`src/rtl/vga_color_sequencer.sv`:
```
// vga_color_sequencer
//
// Picks the colour driven onto the RGB switch datapath once per frame.
// Three modes, cycled by the debounced mode button:
//   MANUAL (00) - colour taken from the switches at each frame start
//   AUTO   (01) - walks an 8-entry palette, one step every FRAMES_PER_STEP frames
//   STEP   (10) - walks the palette one entry per next-button press,
//                 applied at the following frame start
// Colours only change in the cycle after frame_tick, i.e. inside vertical
// blank, so a frame is never drawn with two different colours.
//
// Ports
//   clk        pixel clock (only clock)
//   reset_n    asynchronous active-low reset
//   btn_mode   raw mode button (asynchronous)
//   btn_next   raw step button (asynchronous)
//   sw_red/sw_green/sw_blue  manual colour switches, 4 bits each
//   y_pixel    current line from the VGA timing generator
//   red/green/blue  registered colour outputs, 4 bits each
//   mode       current FSM state (00 MANUAL, 01 AUTO, 10 STEP)
//   frame_tick one-cycle pulse on the 479 -> 480 line transition
module vga_color_sequencer #(
  parameter int DEBOUNCE_CYCLES = 250000,
  parameter int FRAMES_PER_STEP = 60
) (
  input  logic       clk,
  input  logic       reset_n,
  input  logic       btn_mode,
  input  logic       btn_next,
  input  logic [3:0] sw_red,
  input  logic [3:0] sw_green,
  input  logic [3:0] sw_blue,
  input  logic [9:0] y_pixel,
  output logic [3:0] red,
  output logic [3:0] green,
  output logic [3:0] blue,
  output logic [1:0] mode,
  output logic       frame_tick
);

  localparam int DW = $clog2(DEBOUNCE_CYCLES + 1);
  localparam int FW = $clog2(FRAMES_PER_STEP + 1);

  typedef enum logic [1:0] {
    S_MANUAL = 2'b00,
    S_AUTO   = 2'b01,
    S_STEP   = 2'b10
  } state_t;

  // Bit 0 is the mode button, bit 1 is the next button.
  logic [1:0]    sync1;
  logic [1:0]    sync2;
  logic [1:0]    db;
  logic [1:0]    press;
  logic [DW-1:0] dcnt [2];

  logic [9:0]    y_q;

  state_t        state;
  state_t        state_n;

  logic [2:0]    idx;
  logic [2:0]    idx_n;
  logic [FW-1:0] fcnt;
  logic [FW-1:0] fcnt_n;
  logic          pending;
  logic          pend_n;
  logic [11:0]   rgb;
  logic [11:0]   rgb_n;

  logic          mode_press;
  logic          next_press;

  function automatic logic [11:0] palette(input logic [2:0] i);
    case (i)
      3'd0:    palette = 12'hFFF;
      3'd1:    palette = 12'hFF0;
      3'd2:    palette = 12'h0FF;
      3'd3:    palette = 12'h0F0;
      3'd4:    palette = 12'hF0F;
      3'd5:    palette = 12'hF00;
      3'd6:    palette = 12'h00F;
      default: palette = 12'h000;
    endcase
  endfunction

  // Synchroniser + debouncer. The counter runs only while the synchronised
  // sample disagrees with the accepted level; one agreeing sample (a bounce
  // back) restarts it. The press pulse is raised only on an accepted 0->1,
  // so a held button yields a single pulse.
  always_ff @(posedge clk or negedge reset_n) begin
    if (!reset_n) begin
      sync1 <= '0;
      sync2 <= '0;
      db    <= '0;
      press <= '0;
      for (int i = 0; i < 2; i++) dcnt[i] <= '0;
    end else begin
      sync1 <= {btn_next, btn_mode};
      sync2 <= sync1;
      for (int i = 0; i < 2; i++) begin
        press[i] <= 1'b0;
        if (sync2[i] != db[i]) begin
          if (dcnt[i] == DW'(DEBOUNCE_CYCLES - 1)) begin
            db[i]    <= sync2[i];
            dcnt[i]  <= '0;
            press[i] <= sync2[i];
          end else begin
            dcnt[i] <= dcnt[i] + DW'(1);
          end
        end else begin
          dcnt[i] <= '0;
        end
      end
    end
  end

  assign mode_press = press[0];
  assign next_press = press[1];

  always_ff @(posedge clk or negedge reset_n) begin
    if (!reset_n) y_q <= '0;
    else          y_q <= y_pixel;
  end

  assign frame_tick = (y_q == 10'd479) && (y_pixel == 10'd480);

  // FSM state register
  always_ff @(posedge clk or negedge reset_n) begin
    if (!reset_n) state <= S_MANUAL;
    else          state <= state_n;
  end

  // FSM next state; the unused 2'b11 encoding falls back to MANUAL.
  always_comb begin
    state_n = state;
    case (state)
      S_MANUAL: if (mode_press) state_n = S_AUTO;
      S_AUTO:   if (mode_press) state_n = S_STEP;
      S_STEP:   if (mode_press) state_n = S_MANUAL;
      default:  state_n = S_MANUAL;
    endcase
  end

  assign mode = state;

  // Colour datapath. A next press only counts in STEP and loses to a
  // simultaneous mode press. A press in the frame_tick cycle is folded
  // into pend_n before the tick is evaluated so it steps at that tick.
  always_comb begin
    idx_n  = idx;
    fcnt_n = fcnt;
    pend_n = pending;
    rgb_n  = rgb;
    if (next_press && !mode_press && (state == S_STEP)) pend_n = 1'b1;
    if (frame_tick) begin
      case (state)
        S_MANUAL: rgb_n = {sw_red, sw_green, sw_blue};
        S_AUTO: begin
          if (fcnt == FW'(FRAMES_PER_STEP - 1)) begin
            idx_n  = idx + 3'd1;
            fcnt_n = '0;
          end else begin
            fcnt_n = fcnt + FW'(1);
          end
          rgb_n = palette(idx_n);
        end
        S_STEP: begin
          if (pend_n) begin
            idx_n  = idx + 3'd1;
            pend_n = 1'b0;
          end
          rgb_n = palette(idx_n);
        end
        default: rgb_n = rgb;
      endcase
    end
    // Entering a new mode starts it from a clean frame count with no
    // queued step; the palette index carries over.
    if (state_n != state) begin
      fcnt_n = '0;
      pend_n = 1'b0;
    end
  end

  always_ff @(posedge clk or negedge reset_n) begin
    if (!reset_n) begin
      idx     <= '0;
      fcnt    <= '0;
      pending <= 1'b0;
      rgb     <= '0;
    end else begin
      idx     <= idx_n;
      fcnt    <= fcnt_n;
      pending <= pend_n;
      rgb     <= rgb_n;
    end
  end

  assign red   = rgb[11:8];
  assign green = rgb[7:4];
  assign blue  = rgb[3:0];

endmodule

```
`config.mk`:
```
export PLATFORM = sky130hd
export DESIGN_NAME = vga_color_sequencer
export DESIGN_NICKNAME = d
export VERILOG_FILES = /design/src/rtl/vga_color_sequencer.sv
export SDC_FILE = /design/constraint.sdc
export NUM_CORES = 1
export LEC_CHECK = 0
export ABC_AREA = 1
export CAP_MARGIN = 20
export CORE_MARGIN = 5
export CORE_UTILIZATION = 40
export CTS_BUF_LIST = sky130_fd_sc_hd__clkbuf_8
export DETAILED_ROUTE_END_ITERATION = 8
export MAX_ROUTING_LAYER = met4
export SLEW_MARGIN = 10
export SYNTH_ARGS = -nofsm -noshare
export SYNTH_HDL_FRONTEND = slang
export SYNTH_SLANG_ARGS = --single-unit
```
`constraint.sdc`:
```
create_clock -name clk -period 2.6 [get_ports clk]
set_input_delay 0.52 -clock clk [delete_from_list [all_inputs] [get_ports clk]]
set_output_delay 0.52 -clock clk [all_outputs]
set_load 0.05 [all_outputs]
```
==> results.py, run 1 <==
metrics = {
    "run_status": {
        "run_status": "complete, no violations",
    },
    "setup_path": {
        "cp_max_fo": 2,
        "crit-reg2reg-launch": "mode[0]",
        "worst-endpoint-required_ns": 2.08,
        "crit_path_end_kind": "primary output",
        "cp-startpoint": "y_pixel[7]",
        "critical_path.reg2reg.endpoint": "fcnt[2]",
        "reg2reg_slack_ns": 0.77,
        "capture_point_of_the_critical_path": "frame_tick",
        "timing_worst_setup_path_type": "primary input to primary output",
        "worst_ep_arrival_time_ns": 1.81,
        "reg2reg_depth": 8,
        "crit_path_start_kind": "primary input",
    },
    "power": {
        "p_per_area_nw_per_um2": 488,
        "static-leakage-power_nw": 2.52,
        "irDropWorstVdd_mv": 0.239,
    },
    "logic_synthesis": {
        "postSynthNetCount": 602,
        "synthesis.instances": 568,
        "synth-seq-area-share_pct": 46.2,
        "yosys_register_bits": 78,
        "netlist_area_um2": 4220,
        "synthesis.yosys.warnings": 0,
        "yosys-top-cells-area": "dfrtp_1 46%, nand2_1 11%, nor2_1 9.2%, inv_1 8.6%, nand3_1 6.2%",
        "synth.distinct_cells": 31,
        "synth_top_area_cell": "dfrtp_1",
        "synth_area_per_cell_um2": 7.43,
        "share_of_the_synthesized_area_in_the_top_cell_type_pct": 46.2,
    },
    "layout": {
        "area_delta_synth_final_pct": 19.4,
        "multi_input_comb_area_um2": 1860,
        "final_nets": 650,
        "mostFrequentLayoutCells": "125 x nand2_1, 104 x nor2_1, 99 x inv_1",
        "seqCellArea_um2": 1950,
        "antenna_cells_inserted": 0,
        "finalInstanceArea_um2": 5040,
        "fillerInstances": 1016,
        "post_route_cells_drive_above_1_share_pct": 6.44,
        "layout_commonest_cell": "nand2_1",
    },
    "cts": {
        "tritoncts_clock_tree": "built",
        "clock-sinks": 78,
        "clkLatencyLatePin_ns": 0.36,
        "cts.htree.levels": 3,
        "cts-buffers-inserted": 9,
        "cells_resized_by_post_cts_repair": 0,
        "cts_setup_buffers": 0,
        "cts.reportedPaths.clkPinSlew_ns": 0.09,
        "cts.hold.buffers_added": 0,
        "clockRootBuffer": "clkbuf_8",
        "cts-root-to-sink-buffers": 2,
    },
    "die": {
        "initial_core_util_pct": 40.9,
        "die_area_um2": 12700,
        "core-area_um2": 10300,
        "top_level_ports": 41,
        "chipWidth_um": 113,
        "std_cell_rows": 37,
        "floorplan.die.height_um": 113,
    },
    "sta": {
        "timing.final.crit_period_ns": 2.33,
        "fin_setup_tns_ns": 0,
        "fin_ws_ns": 0.273,
        "worst_pin_slew_ns": 0.562,
        "finalClockSkew_ns": 0.0111,
        "fmaxAchievable_ghz": 0.430,
        "hold_viol": 0,
        "final_clock_period_utilization_by_the_worst_path_pct": 89.5,
        "grt_setup_unrepaired": "false",
        "hold_slack_ns": 0.141,
        "timing.slew.headroom_pct": 62.6,
        "count_of_pins_over_their_slew_limit": 0,
        "report.final.setup_viol": 0,
    },
    "detailed_routing": {
        "drt_wl_total_um": 9050,
        "num_vias": 3550,
        "drt_first_pass_iters": 4,
        "antenna_left": 0,
        "drc_errors": 0,
        "routedWlPerCell_um": 12.0,
        "detailedRoute.firstIterationViolations": 211,
        "route.detailed.vias_per_inst": 4.69,
    },
    "place": {
        "gp_congestion": 0.886,
        "port_buffers": 40,
        "dpl_worst_slack_ns": 0.256,
        "place_hpwl_um": 6660,
        "dpl_cell_area_um2": 4800,
    },
    "grt": {
        "vias_in_the_first_global_route": 3486,
        "grt_remaining_overflow": 0,
        "grt_antenna_before_repair": 0,
        "grt_start_max_net_pins": 42,
        "global_route.usage.total_pct": 15.6,
        "grt_pass1_wl_um": 16000,
    },
    "job": {
        "max_cap_violations": 0,
    },
    "worst_hold_path": {
        "hp-class": "primary input to asynchronous set/reset pin",
    },
}
-- through the flow --
stage,util (%),cells,power (mW)
after floorplan,-,568,1.30
after global placement,46.5,741,1.38
after detailed placement,46.5,741,1.38
after CTS,48.8,757,2.49
after global routing,48.8,757,2.56
final,48.8,757,2.46
-- cells by family (layout without fill, tap and decap cells) --
kind of cell             count (synthesis)  count (layout)  share of synthesized area [%]
AND/OR/NAND/NOR                        331             331                           34.2
buffers and inverters                  106             159                           9.64
flip-flops                              78              78                           46.2
AO/OA/AOI/OAI                           27              27                           3.77
XOR/XNOR                                18              18                           3.74
adder cells (fa/ha/maj)                  8               8                           2.37
-- final cells by class --
type | instances | area share [%]
clock buffers | 9 | 2.46
repair buffers | 42 | 8.64
flip-flops and latches | 78 | 38.7
inverters | 101 | 7.53
clock inverters | 7 | 2.29
multi-input cells | 384 | 37.0
well taps | 136 | 3.38
-- how the worst min path moves through the flow --
stage	from	to	slack [ns]
detailed placement	sync1[1]	sync2[1]	0.33
global route	reset_n	y_q[5]	0.18
floorplan	reset_n	db[0]	0.22
CTS	reset_n	pending	0.16
global placement	sync1[1]	sync2[1]	0.34
finish	reset_n	y_q[5]	0.14
-- state kept, by name, indices dropped and copies added (netlist names) --
signal	count
db	2
dcnt	36
fcnt	6
idx	3
mode	2
pending	1
press	2
rgb	12
sync1	2
sync2	2
y_q	10
-- cell usage after synthesis (all sizes together) --
master	number
a211oi	1
nor3	17
nand2	128
clkinv	1
nor3b	4
a21boi	1
inv	100
nand3b	1
o21ai	5
nor4	1
nor2	110
dfrtp	78
nand3	54
nand4	12
a21oi	20
xor2	13
clkbuf	3
buf	2
and2	2
ha	8
or2	2
xnor2	5
-- power by group --
| part | switching [mW] | total, mW | leakage (nW) | internal (mW) |
|---|---|---|---|---|
| sequential | 0.0117 | 1.24 | 0.990 | 1.23 |
| clock | 0.469 | 1.10 | 0.126 | 0.635 |
| combinational | 0.0603 | 0.111 | 1.40 | 0.0509 |
-- metal layers --
layer / global-route usage [%] / vias to the layer above / wire length, um
li1: - / 1845 / -
met1: 19.8 / 1626 / 4210
met2: 24.8 / 62 / 4290
met3: 2.46 / 17 / 347
met4: 6.73 / 0 / 201
met5: - / - / 0
-- critical path: stages --
cell	delay, ns
clkdlybuf4s50_1	0.48
nand2_1	0.05
nor2_1	0.17
inv_1	0.06
nor2_1	0.14
nand2_1	0.11
inv_1	0.13
buf_12	0.15
No activity file was read; power rests on OpenSTA's default activity.
==> run 2: changes to the inputs <==
- CORE_UTILIZATION: 40 -> 55
- HOLD_SLACK_MARGIN: unset -> 0.06
- PLACE_DENSITY: unset -> 0.77
==> results.py, run 2 (synthesis gave the netlist of run 1 again) <==
metrics = {
    "detailed_routing": {
        "routedWlPerCell_um": 12.1,
        "drt_first_pass_iters": 4,
        "drc_errors": 0,
        "route.detailed.vias_per_inst": 5.01,
        "detailedRoute.firstIterationViolations": 228,
        "num_vias": 3621,
        "antenna_left": 0,
        "drt_wl_total_um": 8760,
    },
    "grt": {
        "global_route.usage.total_pct": 20.6,
        "grt_pass1_wl_um": 16100,
        "met3_usage_pct": 3.30,
        "globalRouteMet2Util_pct": 34.7,
        "vias_in_the_first_global_route": 3651,
        "global_route.peak_usage_layer": "met2",
        "gr-usage-met1_pct": 25.6,
        "grt_start_max_net_pins": 79,
        "grt_antenna_before_repair": 0,
        "grt_remaining_overflow": 0,
    },
    "sta": {
        "timing.final.crit_period_ns": 2.34,
        "grt_setup_unrepaired": "false",
        "final_clock_period_utilization_by_the_worst_path_pct": 89.8,
        "report.final.setup_viol": 0,
        "fin_ws_ns": 0.264,
        "fmaxAchievable_ghz": 0.428,
        "count_of_pins_over_their_slew_limit": 0,
        "fin_setup_tns_ns": 0,
        "hold_slack_ns": 0.179,
        "timing.slew.headroom_pct": 64.2,
        "finalClockSkew_ns": 0.00894,
        "worst_pin_slew_ns": 0.537,
        "hold_viol": 0,
    },
    "power": {
        "p_per_area_nw_per_um2": 476,
        "static-leakage-power_nw": 2.51,
        "irDropWorstVdd_mv": 0.342,
    },
    "setup_path": {
        "timing_worst_setup_path_type": "primary input to primary output",
        "worst-endpoint-required_ns": 2.08,
        "cp_max_fo": 2,
        "worst_ep_arrival_time_ns": 1.82,
        "crit_path_start_kind": "primary input",
        "crit_path_end_kind": "primary output",
    },
    "cts": {
        "cts.reportedPaths.clkPinSlew_ns": 0.09,
        "cts-buffers-inserted": 9,
        "clock-sinks": 78,
        "cells_resized_by_post_cts_repair": 0,
        "cts-root-to-sink-buffers": 2,
        "cts.htree.levels": 3,
        "cts_setup_buffers": 0,
        "cts.hold.buffers_added": 0,
        "clockRootBuffer": "clkbuf_8",
        "tritoncts_clock_tree": "built",
        "clkLatencyLatePin_ns": 0.34,
    },
    "layout": {
        "mostFrequentLayoutCells": "125 x nand2_1, 104 x nor2_1, 98 x inv_1",
        "largest-register": "dcnt",
        "seqCellArea_um2": 1950,
        "layoutNonFillerInstCount": 723,
        "area_delta_synth_final_pct": 18.0,
        "fillerInstances": 634,
        "largest_reg_flops": 36,
        "fin_util_pct": 65.4,
        "multi_input_comb_area_um2": 1860,
        "post_route_cells_drive_above_1_share_pct": 6.60,
        "antenna_cells_inserted": 0,
        "largestRegisters": "dcnt: 36 flops, rgb: 12 flops, y_q: 10 flops",
        "layout_commonest_cell": "nand2_1",
        "final_nets": 650,
    },
    "place": {
        "port_buffers": 40,
        "gp_congestion": 0.977,
        "place_hpwl_um": 6320,
        "post-place-cells": 707,
        "dpl_worst_slack_ns": 0.263,
    },
    "die": {
        "initial_core_util_pct": 55.5,
        "std_cell_rows": 32,
        "die_area_um2": 9520,
        "floorplan.die.height_um": 97.6,
        "top_level_ports": 41,
        "core-area_um2": 7610,
        "chipWidth_um": 97.6,
    },
    "worst_hold_path": {
        "hp-class": "primary input to asynchronous set/reset pin",
    },
    "run_status": {
        "run_status": "complete, no violations",
    },
    "job": {
        "max_cap_violations": 0,
    },
}
-- run 2: cell count changes in the layout (fill, tap and decap cells not counted) --
cell,delta
inv_6,+1
clkinv_4,+1
bufinv_16,-1
inv_1,-1
-- run 2: through the flow --
stage / power [mW] / instance area, um2
finish: 2.37 / 4980
global route: 2.47 / 4980
CTS: 2.39 / 4980
detailed placement: 1.38 / 4760
floorplan: 1.30 / 4220
global placement: 1.38 / 4760
-- run 2: final cells by class --
class | count | share of cell area (%)
Clock buffer | 9 | 2.49
Clock inverter | 7 | 1.99
Inverter | 101 | 7.61
Multi-Input combinational cell | 384 | 37.4
Sequential cell | 78 | 39.2
Tap cell | 102 | 2.56
Timing Repair Buffer | 42 | 8.75
-- run 2: metal layers --
layer	part of all wire [%]	vias up
li1	-	1848
met1	44	1669
met2	50	94
met3	4.4	10
met4	1.4	0
met5	0	-
-- run 2: path summary, 6_finish.rpt --
path / startpoint / end / cells after the start / slack, ns
max: y_pixel[7] / frame_tick / 8 / 0.26
min: reset_n / mode[1] / 2 / 0.18
max reg2reg: mode[1] / fcnt[5] / 8 / 0.73
min reg2reg: sync1[0] / sync2[0] / 0 / 0.35
max in group asynchronous: reset_n / dcnt[7] / 2 / 2.10
min in group clk: sync1[0] / sync2[0] / 0 / 0.35
-- run 2: worst max-delay path, stage by stage --
cell and delay, ns:
clkdlybuf4s50_1 0.47, nand2_1 0.05, nor2_1 0.19, inv_1 0.07
nor2_1 0.14, nand2_1 0.10, inv_1 0.12, buf_12 0.15
-- run 2: where the power goes --
part	total [mW]	internal (mW)	switching, mW
sequential	1.24	1.23	0.0127
clock	1.01	0.546	0.469
combinational	0.111	0.0511	0.0598
total	2.37	1.83	0.541
==> run 3: changes to the inputs <==
- DONT_BUFFER_PORTS: unset -> 1
- PLACE_DENSITY: 0.77 -> 0.7
==> results.py, run 3 (synthesis gave the netlist of run 1 again) <==
metrics = {
    "layout": {
        "final_nets": 612,
        "area_delta_synth_final_pct": 8.81,
        "largestRegisters": "dcnt: 36 flops, rgb: 12 flops, y_q: 10 flops",
        "layoutNonFillerInstCount": 684,
        "largest_reg_flops": 36,
        "fillerInstances": 700,
        "mostFrequentLayoutCells": "125 x nand2_1, 104 x nor2_1, 97 x inv_1",
        "antenna_cells_inserted": 0,
        "largest-register": "dcnt",
        "layout_commonest_cell": "nand2_1",
        "post_route_cells_drive_above_1_share_pct": 7.04,
    },
    "cts": {
        "tritoncts_clock_tree": "built",
        "cts.reportedPaths.clkPinSlew_ns": 0.08,
        "cts-root-to-sink-buffers": 2,
        "cts.htree.levels": 3,
        "clkLatencyLatePin_ns": 0.35,
        "cells_resized_by_post_cts_repair": 0,
        "clockRootBuffer": "clkbuf_8",
        "clock-sinks": 78,
        "cts-buffers-inserted": 9,
        "cts_setup_buffers": 0,
    },
    "grt": {
        "grt_pass1_wl_um": 15100,
        "grt_start_max_net_pins": 79,
        "global_route.usage.total_pct": 19.7,
        "grt_remaining_overflow": 0,
        "grt_antenna_before_repair": 0,
        "vias_in_the_first_global_route": 3331,
    },
    "job": {
        "max_cap_violations": 0,
    },
    "sta": {
        "final_clock_period_utilization_by_the_worst_path_pct": 83.5,
        "worst_pin_slew_ns": 0.532,
        "fmaxAchievable_ghz": 0.461,
        "hold_viol": 0,
        "fin_setup_tns_ns": 0,
        "finalClockSkew_ns": 0.0110,
        "report.final.setup_viol": 0,
        "grt_setup_unrepaired": "false",
        "timing.final.crit_period_ns": 2.17,
        "count_of_pins_over_their_slew_limit": 0,
        "timing.slew.headroom_pct": 64.5,
    },
    "power": {
        "power.share.clock_pct": 43.6,
        "p_per_area_nw_per_um2": 507,
        "power_switching_share_pct": 22.1,
        "irDropWorstVdd_mv": 0.265,
        "total_power_draw_mw": 2.33,
        "power.combinational.fraction_pct": 3.1,
        "p_int_mw": 1.81,
        "static-leakage-power_nw": 2.34,
        "seq_power_share_pct": 53.3,
        "p_switching_mw": 0.516,
    },
    "place": {
        "place_hpwl_um": 6070,
        "port_buffers": 0,
        "gp_congestion": 0.877,
        "post-place-cells": 668,
    },
    "setup_path": {
        "crit_path_start_kind": "flop",
        "worst_ep_arrival_time_ns": 1.65,
        "reg2reg_depth": 8,
        "reg2reg_slack_ns": 0.74,
        "crit-reg2reg-launch": "mode[1]",
        "critical_path.reg2reg.endpoint": "fcnt[2]",
        "crit_path_end_kind": "primary output",
        "cp_max_fo": 2,
        "worst-endpoint-required_ns": 2.08,
        "timing_worst_setup_path_type": "flop to primary output",
    },
    "worst_hold_path": {
        "hp-class": "primary input to asynchronous set/reset pin",
    },
    "die": {
        "die_area_um2": 9520,
        "initial_core_util_pct": 55.5,
        "floorplan.die.height_um": 97.6,
        "std_cell_rows": 32,
        "core-area_um2": 7610,
        "top_level_ports": 41,
        "chipWidth_um": 97.6,
    },
    "detailed_routing": {
        "antenna_left": 0,
        "route.detailed.vias_per_inst": 5.00,
        "detailedRoute.firstIterationViolations": 183,
        "drc_errors": 0,
        "drt_first_pass_iters": 5,
        "routedWlPerCell_um": 12.4,
        "drt_wl_total_um": 8470,
        "num_vias": 3421,
    },
    "run_status": {
        "run_status": "complete, no violations",
    },
}
==> run 3: cell types whose count changed in the layout (fill, tap and decap cells not counted) <==
cell / previous run / this run
buf_12: 2 / 0
buf_16: 0 / 1
buf_4: 2 / 3
clkbuf_8: 9 / 10
clkdlybuf4s50_1: 38 / 0
clkinv_4: 3 / 1
clkinvlp_4: 0 / 2
inv_1: 98 / 97
inv_6: 1 / 0
==> run 3: metrics by stage <==
stage	cell area, um2	setup WS [ns]	util [%]	hold WS (ns)
2_1_floorplan	4220	0.607	-	0.224
3_3_place_gp	4340	0.656	57.1	0.227
3_5_place_dp	4340	0.629	57.1	0.227
4_1_cts	4590	0.414	60.4	0.0660
5_1_grt	4590	0.235	60.4	0.0723
6_report	4590	0.429	60.4	0.0475
==> run 3: timing repair <==
item,in CTS,in global routing
hold endpoints to repair,78,0
endpoints found under the setup margin,0,0
hold buffers,1,0
==> run 3: layer usage <==
layer,wire [um],global-route usage [%],vias to the layer above
li1,-,-,1767
met1,3890,25.1,1593
met2,4150,31.6,52
met3,345,4.88,9
met4,88,4.90,0
met5,0,-,-
==> run 3: worst max path at each step <==
stage / start / end / slack, ns / depth (start not counted)
floorplan: mode[0] / idx[0] / 0.61 / 7
global placement: y_pixel[9] / frame_tick / 0.66 / 7
detailed placement: y_pixel[9] / frame_tick / 0.63 / 7
CTS: y_q[9] / frame_tick / 0.41 / 7
global route: y_q[9] / frame_tick / 0.24 / 7
finish: y_q[9] / frame_tick / 0.43 / 7
==> run 3: power by group through the flow <==
stage          Clock, mW  Combinational (mW)  Sequential [mW]
2_1_floorplan          0              0.0367             1.26
3_3_place_gp           0              0.0449             1.27
3_5_place_dp           0              0.0449             1.27
4_1_cts             1.04              0.0739             1.24
5_1_grt             1.10              0.0853             1.24
6_report            1.02              0.0718             1.24
==> run 3: cell type report <==
| type | count | area [um2] | share of cell area (%) |
|---|---|---|---|
| Timing Repair Buffer | 4 | 50.0 | 1.09 |
| Multi-Input combinational cell | 384 | 1860 | 40.5 |
| Sequential cell | 78 | 1950 | 42.5 |
| Clock buffer | 10 | 138 | 3.00 |
| Clock inverter | 5 | 83.8 | 1.83 |
| Tap cell | 102 | 128 | 2.78 |
| Inverter | 101 | 379 | 8.26 |
==> run 3: critical path: stages, from the launching register on <==
cell     delay (ns)
dfrtp_1        0.40
inv_1          0.06
nand2_1        0.04
nor2_1         0.10
nand2_1        0.06
nor2_1         0.17
nand2_1        0.10
inv_1          0.37
